<file path="src/rtl/mem_port_arbiter_pkg.sv">
// Shared types and constants for the instruction/data memory port arbiter.
package mem_port_arbiter_pkg;

  // Arbiter FSM states: idle, fetch granted, load/store granted.
  typedef enum logic [1:0] {
    StIdle = 2'd0,
    StGntI = 2'd1,
    StGntD = 2'd2
  } arb_state_e;

  // Requester indices; also the encoding of the round-robin pointer.
  localparam logic REQ_I = 1'b0;
  localparam logic REQ_D = 1'b1;

endpackage

</file>
<file path="src/rtl/mem_port_arbiter_if.sv">
// Core-side request/return signals and the single memory bus, bundled.
// slave: the arbiter's view. master: the environment (core plus memory).
interface mem_port_arbiter_if #(
  parameter int unsigned ADDR_WIDTH = 32,
  parameter int unsigned DATA_WIDTH = 32
);
  logic                  ifReq;
  logic [ADDR_WIDTH-1:0] ifAddr;
  logic                  dataReq;
  logic                  dataWe;
  logic [ADDR_WIDTH-1:0] dataAddr;
  logic [DATA_WIDTH-1:0] dataWdata;
  logic [DATA_WIDTH-1:0] instr;
  logic                  ifValid;
  logic [DATA_WIDTH-1:0] dataIn;
  logic                  memValid;
  logic                  busErr;
  logic                  memReq;
  logic                  memWe;
  logic [ADDR_WIDTH-1:0] memAddr;
  logic [DATA_WIDTH-1:0] memWdata;
  logic [DATA_WIDTH-1:0] memRdata;
  logic                  memAck;

  modport slave (
    input  ifReq, ifAddr, dataReq, dataWe, dataAddr, dataWdata, memRdata, memAck,
    output instr, ifValid, dataIn, memValid, busErr, memReq, memWe, memAddr, memWdata
  );

  modport master (
    output ifReq, ifAddr, dataReq, dataWe, dataAddr, dataWdata, memRdata, memAck,
    input  instr, ifValid, dataIn, memValid, busErr, memReq, memWe, memAddr, memWdata
  );
endinterface

</file>
<file path="src/rtl/mem_arb_watchdog.sv">
// Grant-cycle watchdog: counts cycles a transaction waits for memAck and
// flags the last allowed cycle. TIMEOUT_CYCLES = 0 disables it.
module mem_arb_watchdog #(
  parameter int unsigned TIMEOUT_CYCLES = 255
) (
  input  logic clk,
  input  logic rst,
  input  logic clr,
  input  logic en,
  output logic timeout
);
  localparam int unsigned CntW = (TIMEOUT_CYCLES > 1) ? $clog2(TIMEOUT_CYCLES) : 1;

  logic [CntW-1:0] cnt_q;

  // Cleared while idle so every grant starts from zero; counts unacknowledged cycles.
  always_ff @(posedge clk or posedge rst) begin
    if (rst) begin
      cnt_q <= '0;
    end else if (clr) begin
      cnt_q <= '0;
    end else if (en) begin
      cnt_q <= cnt_q + 1'b1;
    end
  end

  // Fires on the last grant cycle, so the bus request drops after TIMEOUT_CYCLES cycles.
  always_comb begin
    timeout = (TIMEOUT_CYCLES != 0) && en && (cnt_q == CntW'(TIMEOUT_CYCLES - 1));
  end
endmodule

</file>
<file path="src/rtl/mem_port_arbiter.sv">
// Shares one single-port memory between instruction fetch and load/store.
// One bus transaction at a time, registered bus outputs and return data,
// one-cycle valid pulses, watchdog abort with sticky busErr.
// Optional: define MEM_ARB_ROUND_ROBIN_EN for round-robin arbitration on
// collisions; otherwise load/store has fixed priority over fetch.
module mem_port_arbiter
  import mem_port_arbiter_pkg::*;
#(
  parameter int unsigned ADDR_WIDTH     = 32,
  parameter int unsigned DATA_WIDTH     = 32,
  parameter int unsigned TIMEOUT_CYCLES = 255
) (
  input logic               clk,
  input logic               rst,
  mem_port_arbiter_if.slave bus
);
  arb_state_e            state_q, state_d;
  logic                  mem_req_q, mem_req_d;
  logic                  mem_we_q, mem_we_d;
  logic [ADDR_WIDTH-1:0] mem_addr_q, mem_addr_d;
  logic [DATA_WIDTH-1:0] mem_wdata_q, mem_wdata_d;
  logic [DATA_WIDTH-1:0] instr_q, instr_d;
  logic [DATA_WIDTH-1:0] data_in_q, data_in_d;
  logic                  if_valid_q, if_valid_d;
  logic                  mem_valid_q, mem_valid_d;
  logic                  bus_err_q, bus_err_d;
`ifdef MEM_ARB_ROUND_ROBIN_EN
  logic                  rr_q, rr_d;
`endif

  logic                  if_pend, data_pend, sel, timeout, wd_clr, wd_en;
  logic [DATA_WIDTH-1:0] ret_word;

  // Watchdog runs only while granted and waiting.
  assign wd_clr = (state_q == StIdle);
  assign wd_en  = (state_q != StIdle) && !bus.memAck;

  mem_arb_watchdog #(
    .TIMEOUT_CYCLES(TIMEOUT_CYCLES)
  ) u_watchdog (
    .clk    (clk),
    .rst    (rst),
    .clr    (wd_clr),
    .en     (wd_en),
    .timeout(timeout)
  );

  // Requester selection; a request whose valid is pulsing now is stale.
  always_comb begin
    if_pend   = bus.ifReq && !if_valid_q;
    data_pend = bus.dataReq && !mem_valid_q;
    sel       = REQ_D;
`ifdef MEM_ARB_ROUND_ROBIN_EN
    if (if_pend && data_pend) begin
      sel = rr_q;
    end else if (if_pend) begin
      sel = REQ_I;
    end
`else
    if (!data_pend) begin
      sel = REQ_I;
    end
`endif
  end

  // Next-state and registered outputs; bus outputs hold unless changed.
  always_comb begin
    state_d     = state_q;
    mem_req_d   = mem_req_q;
    mem_we_d    = mem_we_q;
    mem_addr_d  = mem_addr_q;
    mem_wdata_d = mem_wdata_q;
    instr_d     = instr_q;
    data_in_d   = data_in_q;
    if_valid_d  = 1'b0;
    mem_valid_d = 1'b0;
    bus_err_d   = bus_err_q;
`ifdef MEM_ARB_ROUND_ROBIN_EN
    rr_d        = rr_q;
`endif
    // An abort returns zero; ack wins over a coincident timeout.
    ret_word    = bus.memAck ? bus.memRdata : '0;

    unique case (state_q)
      StIdle: begin
        if (if_pend || data_pend) begin
          mem_req_d = 1'b1;
          if (sel == REQ_I) begin
            state_d    = StGntI;
            mem_we_d   = 1'b0;
            mem_addr_d = bus.ifAddr;
          end else begin
            state_d     = StGntD;
            mem_we_d    = bus.dataWe;
            mem_addr_d  = bus.dataAddr;
            mem_wdata_d = bus.dataWdata;
          end
        end else begin
          mem_req_d = 1'b0;
        end
      end
      StGntI, StGntD: begin
        if (bus.memAck || timeout) begin
          mem_req_d = 1'b0;
          state_d   = StIdle;
          if (!bus.memAck) begin
            bus_err_d = 1'b1;
          end
          if (state_q == StGntI) begin
            instr_d    = ret_word;
            if_valid_d = 1'b1;
          end else begin
            data_in_d   = ret_word;
            mem_valid_d = 1'b1;
          end
`ifdef MEM_ARB_ROUND_ROBIN_EN
          rr_d = (state_q == StGntI) ? REQ_D : REQ_I;
`endif
        end
      end
      default: begin
        state_d   = StIdle;
        mem_req_d = 1'b0;
      end
    endcase
  end

  // State register; reset drops memReq immediately and loses any transaction.
  always_ff @(posedge clk or posedge rst) begin
    if (rst) begin
      state_q     <= StIdle;
      mem_req_q   <= 1'b0;
      mem_we_q    <= 1'b0;
      mem_addr_q  <= '0;
      mem_wdata_q <= '0;
      instr_q     <= '0;
      data_in_q   <= '0;
      if_valid_q  <= 1'b0;
      mem_valid_q <= 1'b0;
      bus_err_q   <= 1'b0;
`ifdef MEM_ARB_ROUND_ROBIN_EN
      rr_q        <= REQ_I;
`endif
    end else begin
      state_q     <= state_d;
      mem_req_q   <= mem_req_d;
      mem_we_q    <= mem_we_d;
      mem_addr_q  <= mem_addr_d;
      mem_wdata_q <= mem_wdata_d;
      instr_q     <= instr_d;
      data_in_q   <= data_in_d;
      if_valid_q  <= if_valid_d;
      mem_valid_q <= mem_valid_d;
      bus_err_q   <= bus_err_d;
`ifdef MEM_ARB_ROUND_ROBIN_EN
      rr_q        <= rr_d;
`endif
    end
  end

  assign bus.memReq   = mem_req_q;
  assign bus.memWe    = mem_we_q;
  assign bus.memAddr  = mem_addr_q;
  assign bus.memWdata = mem_wdata_q;
  assign bus.instr    = instr_q;
  assign bus.dataIn   = data_in_q;
  assign bus.ifValid  = if_valid_q;
  assign bus.memValid = mem_valid_q;
  assign bus.busErr   = bus_err_q;
endmodule
</file>
<file path="src/flat_wrapper.sv">
// flat-port wrapper written by rule: the top's interface ports become plain ports
module mem_port_arbiter_flat import mem_port_arbiter_pkg::*;
#(
  parameter int unsigned ADDR_WIDTH     = 32,
  parameter int unsigned DATA_WIDTH     = 32,
  parameter int unsigned TIMEOUT_CYCLES = 255
)
  (clk, rst, bus_ifReq, bus_ifAddr, bus_dataReq, bus_dataWe, bus_dataAddr, bus_dataWdata, bus_memRdata, bus_memAck, bus_instr, bus_ifValid, bus_dataIn, bus_memValid, bus_busErr, bus_memReq, bus_memWe, bus_memAddr, bus_memWdata);
  mem_port_arbiter_if #(.ADDR_WIDTH(ADDR_WIDTH), .DATA_WIDTH(DATA_WIDTH)) bus_i ();
  input logic clk;
  input logic rst;
  input wire logic [$bits(bus_i.ifReq)-1:0] bus_ifReq;
  input wire logic [$bits(bus_i.ifAddr)-1:0] bus_ifAddr;
  input wire logic [$bits(bus_i.dataReq)-1:0] bus_dataReq;
  input wire logic [$bits(bus_i.dataWe)-1:0] bus_dataWe;
  input wire logic [$bits(bus_i.dataAddr)-1:0] bus_dataAddr;
  input wire logic [$bits(bus_i.dataWdata)-1:0] bus_dataWdata;
  input wire logic [$bits(bus_i.memRdata)-1:0] bus_memRdata;
  input wire logic [$bits(bus_i.memAck)-1:0] bus_memAck;
  output wire logic [$bits(bus_i.instr)-1:0] bus_instr;
  output wire logic [$bits(bus_i.ifValid)-1:0] bus_ifValid;
  output wire logic [$bits(bus_i.dataIn)-1:0] bus_dataIn;
  output wire logic [$bits(bus_i.memValid)-1:0] bus_memValid;
  output wire logic [$bits(bus_i.busErr)-1:0] bus_busErr;
  output wire logic [$bits(bus_i.memReq)-1:0] bus_memReq;
  output wire logic [$bits(bus_i.memWe)-1:0] bus_memWe;
  output wire logic [$bits(bus_i.memAddr)-1:0] bus_memAddr;
  output wire logic [$bits(bus_i.memWdata)-1:0] bus_memWdata;
  assign bus_i.ifReq = bus_ifReq;
  assign bus_i.ifAddr = bus_ifAddr;
  assign bus_i.dataReq = bus_dataReq;
  assign bus_i.dataWe = bus_dataWe;
  assign bus_i.dataAddr = bus_dataAddr;
  assign bus_i.dataWdata = bus_dataWdata;
  assign bus_i.memRdata = bus_memRdata;
  assign bus_i.memAck = bus_memAck;
  assign bus_instr = bus_i.instr;
  assign bus_ifValid = bus_i.ifValid;
  assign bus_dataIn = bus_i.dataIn;
  assign bus_memValid = bus_i.memValid;
  assign bus_busErr = bus_i.busErr;
  assign bus_memReq = bus_i.memReq;
  assign bus_memWe = bus_i.memWe;
  assign bus_memAddr = bus_i.memAddr;
  assign bus_memWdata = bus_i.memWdata;
  mem_port_arbiter #(.ADDR_WIDTH(ADDR_WIDTH), .DATA_WIDTH(DATA_WIDTH), .TIMEOUT_CYCLES(TIMEOUT_CYCLES)) u_core (.clk(clk), .rst(rst), .bus(bus_i));
endmodule
</file>
<file path="config.mk">
export PLATFORM = sky130hd
export DESIGN_NAME = mem_port_arbiter_flat
export DESIGN_NICKNAME = d
export VERILOG_FILES = /design/src/rtl/mem_port_arbiter_pkg.sv /design/src/rtl/mem_port_arbiter_if.sv /design/src/rtl/mem_arb_watchdog.sv /design/src/rtl/mem_port_arbiter.sv /design/src/flat_wrapper.sv
export SDC_FILE = /design/constraint.sdc
export NUM_CORES = 1
export LEC_CHECK = 0
export CAP_MARGIN = 5
export CORE_MARGIN = 8
export CORE_UTILIZATION = 39
export DETAILED_ROUTE_END_ITERATION = 8
export PLACE_DENSITY_LB_ADDON = 0.05
export SKIP_CTS_REPAIR_TIMING = 1
export SLEW_MARGIN = 40
export SYNTH_ARGS = -nofsm -noshare
export SYNTH_HDL_FRONTEND = slang
export SYNTH_SLANG_ARGS = --single-unit
</file>
<file path="constraint.sdc">
create_clock -name clk -period 4.8 [get_ports clk]
set_input_delay 0.72 -clock clk [delete_from_list [all_inputs] [get_ports clk]]
set_output_delay 0.72 -clock clk [all_outputs]
set_load 0.1 [all_outputs]
</file>
Word-level counts from Yosys, hierarchy flattened
Cells that the tools add are included.
{"block": "op_classes", "shifts": 0, "mux": 19, "addsub": 1, "n_reduce_logical": 19, "div": 0, "eq_ne": 5, "n_mul": 0, "bitwise_logic": 2, "magnitude_cmp": 0}
{"cell": "32-bit two-way mux", "count": 2}
{"cell": "8-bit two-way mux", "count": 2}
{"cell": "3-bit AND reduction", "count": 4}
{"cell": "1-bit two-way mux", "count": 10}
{"cell": "8-bit by 1-bit adder with 8-bit output (second input constant)", "count": 1}
{"cell": "8-bit equality test (second input constant)", "count": 1}
{"cell": "2-bit two-way mux", "count": 3}
{"cell": "1-bit logical AND", "count": 4}
{"cell": "2-bit by 1-bit inequality test with 1-bit output (second input constant)", "count": 2}
{"cell": "2-bit one-hot mux with 2 select lines", "count": 1}
{"cell": "2-bit AND reduction", "count": 2}
{"cell": "2-bit nonzero test", "count": 2}
{"cell": "1-bit zero test", "count": 3}
{"cell": "2-bit by 1-bit equality test with 1-bit output (second input constant)", "count": 1}
{"cell": "2-bit equality test (second input constant)", "count": 1}
{"cell": "2-bit zero test", "count": 1}
{"cell": "1-bit logical OR", "count": 2}
{"cell": "1-bit inverter", "count": 2}
{"cell": "1-bit one-hot mux with 2 select lines", "count": 1}
{"cell": "2-bit OR reduction", "count": 1}
{"block": "word_totals", "mem_bits_ro": 0, "ff_bits": 143, "word_cells": 57, "out_inout_bits": 133, "in_bits": 134, "n_memories": 0, "latchBits": 0, "mem_bits_rw": 0}

Depth between registers and ports, before layout
{"block": "depth", "ltp_word": 6, "depth_mapped": 7, "mapped_depth_nobuf": 5}

Cells and area by module
Synthesis repeated with hierarchy kept, for this count alone.
{"block": "unflattened", "cells_unflattened": 453, "area_unflattened_um2": 6142.1}
{"module": "mem_port_arbiter", "cells_per_inst": 411, "area_each_um2": 5723.0, "instances": 1, "seq_area_each_um2": 3378.2}
{"module": "mem_arb_watchdog", "cells_per_inst": 42, "area_each_um2": 419.2, "instances": 1, "seq_area_each_um2": 200.2}

Worst setup path after synthesis
Ideal clock, no wire load.
{"block": "synth_timing", "kind": "register -> register", "startpoint": "register u_core.mem_valid_q (netlist: u_core.bus.memValid)", "endpoint": "register u_core.mem_addr_q[0] (netlist: u_core.bus.memAddr[0])", "path_buffers": 2, "arrival_ns": 2.080, "slack_ns": 2.594, "required_ns": 4.675, "path_stages_with_launch": 6, "path_cell_list": "dfrtp_1 nand2b_1 buf_2 buf_2 mux2_2 mux2_2"}
{"block": "synth_via", "elab_chain_len": 4}
{"element": "start, declared", "line": "mem_port_arbiter.sv:25", "rtl": "logic mem_valid_q, mem_valid_d;"}
{"element": "start signal, assigned", "line": "mem_port_arbiter.sv:153", "rtl": "mem_valid_q <= mem_valid_d;"}
{"element": "1-bit zero test *", "line": "mem_port_arbiter.sv:51", "rtl": "data_pend = bus.dataReq && !mem_valid_q;"}
{"element": "1-bit logical AND *", "line": "mem_port_arbiter.sv:51"}
{"element": "1-bit two-way mux or 1-bit logical OR (tied branches)", "line": "mem_port_arbiter.sv:60, mem_port_arbiter.sv:86"}
{"element": "32-bit two-way mux or 2-bit AND reduction (tied branches)"}
{"element": "end signal, assigned", "line": "mem_port_arbiter.sv:148", "rtl": "mem_addr_q <= mem_addr_d;"}
{"element": "end, declared", "line": "mem_port_arbiter.sv:20", "rtl": "logic [ADDR_WIDTH-1:0] mem_addr_q, mem_addr_d;"}
Mark *: on every way between the ends. The rest lies on a longest branch, timed or not.
A chain may end at the register's enable or synchronous reset.

Final worst setup path
{"block": "layout_timing", "startpoint": "register u_core.state_q[1]", "endpoint": "register u_core.instr_q[23] (netlist: u_core.bus.instr[23])"}
{"block": "layout_via", "elab_chain_len": 5}
{"element": "start, declared", "line": "mem_port_arbiter.sv:17", "rtl": "arb_state_e state_q, state_d;"}
{"element": "start signal, assigned", "line": "mem_port_arbiter.sv:131", "rtl": "state_q <= StIdle;"}
{"element": "start signal, assigned", "line": "mem_port_arbiter.sv:145", "rtl": "state_q <= state_d;"}
{"element": "2-bit nonzero test", "line": "mem_port_arbiter.sv:36", "rtl": "assign wd_en = (state_q != StIdle) && !bus.memAck;"}
{"element": "1-bit logical AND", "line": "mem_port_arbiter.sv:36"}
{"element": "1-bit logical AND", "line": "mem_arb_watchdog.sv:29", "rtl": "timeout = (TIMEOUT_CYCLES != 0) && en && (cnt_q == CntW'(TIMEOUT_CYCLES - 1));"}
{"element": "1-bit logical OR", "line": "mem_port_arbiter.sv:103", "rtl": "if (bus.memAck || timeout) begin"}
{"element": "3-bit AND reduction (no line) *"}
{"element": "end signal, assigned", "line": "mem_port_arbiter.sv:150", "rtl": "instr_q <= instr_d;"}
{"element": "end, declared", "line": "mem_port_arbiter.sv:22", "rtl": "logic [DATA_WIDTH-1:0] instr_q, instr_d;"}
Marks and branches as above.

==> tab_implementation.tex <==
\begin{tabular}{lr}
\hline
Metric & Value \\
\hline
\multicolumn{2}{l}{\textbf{Worst setup path}} \\
\quad Kind of launch point of the worst setup path & flip-flop \\
\quad Data arrival time of the critical path & 2860 ps \\
\quad Nature of the critical path endpoint & flip-flop \\
\quad Critical path required time & 5160 ps \\
\quad Critical path type & reg2reg \\
\quad Worst-path maximum fanout & 32 \\
\multicolumn{2}{l}{\textbf{Synth}} \\
\quad Synth unique cells & 31 \\
\quad Number of flip-flops and latches in the synthesized netlist & 143 \\
\quad Number of enable flip-flop cells after synthesis & 0 \\
\quad Most used flip-flop cell after synthesis & sky130\_fd\_sc\_hd\_\_dfrtp\_1 \\
\quad Share of flip-flops with an asynchronous set or reset & 1.00 \\
\quad Post-synthesis cell area & 0.00630 mm2 \\
\quad Number of warning messages in the yosys log & 0 \\
\quad Synth Net Count & 607 \\
\quad Number of instances in the synthesized netlist & 467 \\
\quad Average size of a mapped cell & 13.5 um2 \\
\quad Sequential fraction of the synthesis area & 0.568 \\
\multicolumn{2}{l}{\textbf{STA}} \\
\quad Time the worst path needs with I/O delays and setup & 2510 ps \\
\quad Setup Skew & 9.90 ps \\
\quad Setup total negative slack & 0 ps \\
\quad Worst slew margin relative to its limit & 0.524 \\
\quad RSZ-0062 raised after global routing & false \\
\quad Worst hold slack & 475 ps \\
\quad Max Slew Vio Count & 0 \\
\quad Peak Freq & 399 MHz \\
\quad Crit share post-route & 0.522 \\
\quad Number of hold violations in the final report & 0 \\
\quad Final number of setup-violating endpoints & 0 \\
\quad Worst Max-Slew Pin Slew & 714 ps \\
\multicolumn{2}{l}{\textbf{Floorplanning}} \\
\quad Die X-Extent & 143 um \\
\quad Die Y-Extent & 143 um \\
\quad Placeable core region & 0.0158 mm2 \\
\quad Initial Util & 0.398 \\
\quad Placement Rows & 46 \\
\quad Die footprint & 0.0205 mm2 \\
\quad Num ports & 267 \\
\multicolumn{2}{l}{\textbf{GRT}} \\
\quad Initial antenna violation count & 0 \\
\quad Global-route wire length before repair & 28000 um \\
\quad Vias in the first global route & 5090 \\
\quad Total global-route track usage & 0.175 \\
\quad Grt ovf & 0 \\
\quad Maximum number of pins on one net before global-route repair & 76 \\
\multicolumn{2}{l}{\textbf{Clock tree}} \\
\quad Maximum buffer depth of the clock tree & 2 \\
\quad Clk sinks & 143 \\
\quad Clock transition time at the flip-flop clock pins of the worst setup and hold paths & 60 ps \\
\quad TritonCTS clock tree & done \\
\quad H-tree depth & 4 \\
\quad Number of buffers created by CTS & 17 \\
\quad Skew-Pair Late Insertion Delay & 420 ps \\
\quad Clock root buffer master & sky130\_fd\_sc\_hd\_\_clkbuf\_16 \\
\multicolumn{2}{l}{\textbf{Layout}} \\
\quad Total inserted antenna cells & 0 \\
\quad Final cell utilization of the core & 0.584 \\
\quad Count of nets after finishing & 872 \\
\quad Area overhead of the layout relative to synthesis & 46.7\% \\
\quad Layout cell share with drive strength beyond 1 & 0.376 \\
\multicolumn{2}{l}{\textbf{Detailed routing}} \\
\quad Antenna Nets Post-Route & 0 \\
\quad Total length of routed wires & 18100 um \\
\quad DRC & 0 \\
\quad Detailed Routing Iterations Pass 1 & 4 \\
\quad Average detailed-routed wire length per instance & 18.8 um \\
\quad Detailed-route vias per instance & 4.95 \\
\quad Vias after detailed routing & 4758 \\
\quad Violation count after the first detailed-routing iteration & 209 \\
\multicolumn{2}{l}{\textbf{Placement}} \\
\quad RD Place Congestion & 0.783 \\
\quad DP Wirelength & 13300 um \\
\quad \# port buffers & 266 \\
\multicolumn{2}{l}{\textbf{Status}} \\
\quad Status & complete, no violations \\
\multicolumn{2}{l}{\textbf{Worst hold path}} \\
\quad Class of the most critical hold timing path & reg2reg \\
\multicolumn{2}{l}{\textbf{Job}} \\
\quad Maximum capacitance violations & 0 \\
\hline
\end{tabular}
==> worst paths after layout <==
path / startpoint / end / slack, ps / cells after the start
setup / recovery: u_core.state_q[1] / u_core.bus.instr[23] / 2290 / 6
hold / removal: u_core.bus.busErr / u_core.bus.busErr / 480 / 1
setup reg to reg: u_core.state_q[1] / u_core.bus.instr[23] / 2290 / 6
hold reg to reg: u_core.bus.busErr / u_core.bus.busErr / 480 / 1
max in group asynchronous: rst / u_core.bus.memWdata[5] / 3080 / 3
min in group asynchronous: rst / u_core.bus.memWdata[17] / 770 / 2
==> cells in the final DEF, fill, tap and decap left out, types with 2 or more instances in the layout <==
master / Yosys / layout
sky130_fd_sc_hd__a21oi_1: 6 / 5
sky130_fd_sc_hd__a21oi_4: 1 / 2
sky130_fd_sc_hd__a221o_1: 64 / 64
sky130_fd_sc_hd__and2_1: 3 / 3
sky130_fd_sc_hd__buf_2: 17 / 133
sky130_fd_sc_hd__buf_4: 0 / 10
sky130_fd_sc_hd__bufinv_16: 0 / 6
sky130_fd_sc_hd__clkbuf_16: 0 / 17
sky130_fd_sc_hd__clkbuf_8: 0 / 2
sky130_fd_sc_hd__clkdlybuf4s50_1: 0 / 133
sky130_fd_sc_hd__clkinv_4: 0 / 2
sky130_fd_sc_hd__clkinvlp_4: 0 / 3
sky130_fd_sc_hd__dfrtp_1: 143 / 143
sky130_fd_sc_hd__ha_1: 6 / 6
sky130_fd_sc_hd__inv_1: 7 / 6
sky130_fd_sc_hd__inv_6: 0 / 2
sky130_fd_sc_hd__mux2_2: 97 / 97
sky130_fd_sc_hd__nand2_1: 4 / 3
sky130_fd_sc_hd__nand2b_1: 2 / 2
sky130_fd_sc_hd__nand3_1: 2 / 2
sky130_fd_sc_hd__nand4b_1: 3 / 3
sky130_fd_sc_hd__nor2_1: 6 / 6
sky130_fd_sc_hd__nor2b_1: 67 / 67
sky130_fd_sc_hd__nor3_1: 2 / 2
sky130_fd_sc_hd__o21ai_0: 5 / 5
sky130_fd_sc_hd__or3_1: 3 / 3
sky130_fd_sc_hd__xor2_1: 3 / 3
==> worst max-delay path, cell delays in order, from the launching register on <==
cell and delay (ps):
sky130_fd_sc_hd__dfrtp_1 430, sky130_fd_sc_hd__inv_1 120, sky130_fd_sc_hd__ha_1 470, sky130_fd_sc_hd__and4b_1 320, sky130_fd_sc_hd__a21oi_4 460, sky130_fd_sc_hd__buf_4 430
sky130_fd_sc_hd__a221o_1 220
==> cell usage after synthesis, drive strengths merged (4+ instances only) <==
master,n,area [um2]
inv,7,26.3
a221o,64,641
mux2,97,1090
o21ai,5,25.0
clkbuf,14,52.6
nand2,4,15.0
ha,6,75.1
a21oi,7,46.3
nor2b,67,419
nor2,6,22.5
buf,19,108
dfrtp,143,3580
==> per-stage QoR <==
step | setup WS, ps | std cells | instance area (um2)
5_1_grt | 2110 | 961 | 9250
3_5_place_dp | 2020 | 929 | 8560
4_1_cts | 2270 | 961 | 9250
6_report | 2290 | 961 | 9250
2_1_floorplan | 242 | 467 | 6300
3_3_place_gp | 1750 | 926 | 9170
==> metal layers <==
layer	GRT usage	wire length [um]
met5	0	0
met4	0.0559	200
met3	0.0618	1510
met2	0.291	8910
met1	0.207	7450
==> area by class of cell <==
type,instances,area (um2)
clock buffers,19,453
clock inverters,13,234
fillers,1307,6580
inverters,7,31.3
multi-input cells,284,2550
flip-flops and latches,143,3580
well taps,216,270
repair buffers,279,2130
==> logic make-up after synthesis <==
family	synth area share
compound gates	0.118
fa+ha+maj	0.0119
simple gates	0.0941
mux	0.173
xor+xnor	0.00556
flops	0.568
buf+inv	0.0296
==> sequential cells by signal, indices dropped and copies added (netlist names) <==
name / flops
u_core.bus.busErr: 1
u_core.bus.dataIn: 32
u_core.bus.ifValid: 1
u_core.bus.instr: 32
u_core.bus.memAddr: 32
u_core.bus.memReq: 1
u_core.bus.memValid: 1
u_core.bus.memWdata: 32
u_core.bus.memWe: 1
u_core.state_q: 2
u_core.u_watchdog.cnt_q: 8
Power is left out: the tool's default activity adds up to more than one toggle a clock period on the data nets, which glitch-free logic cannot reach.
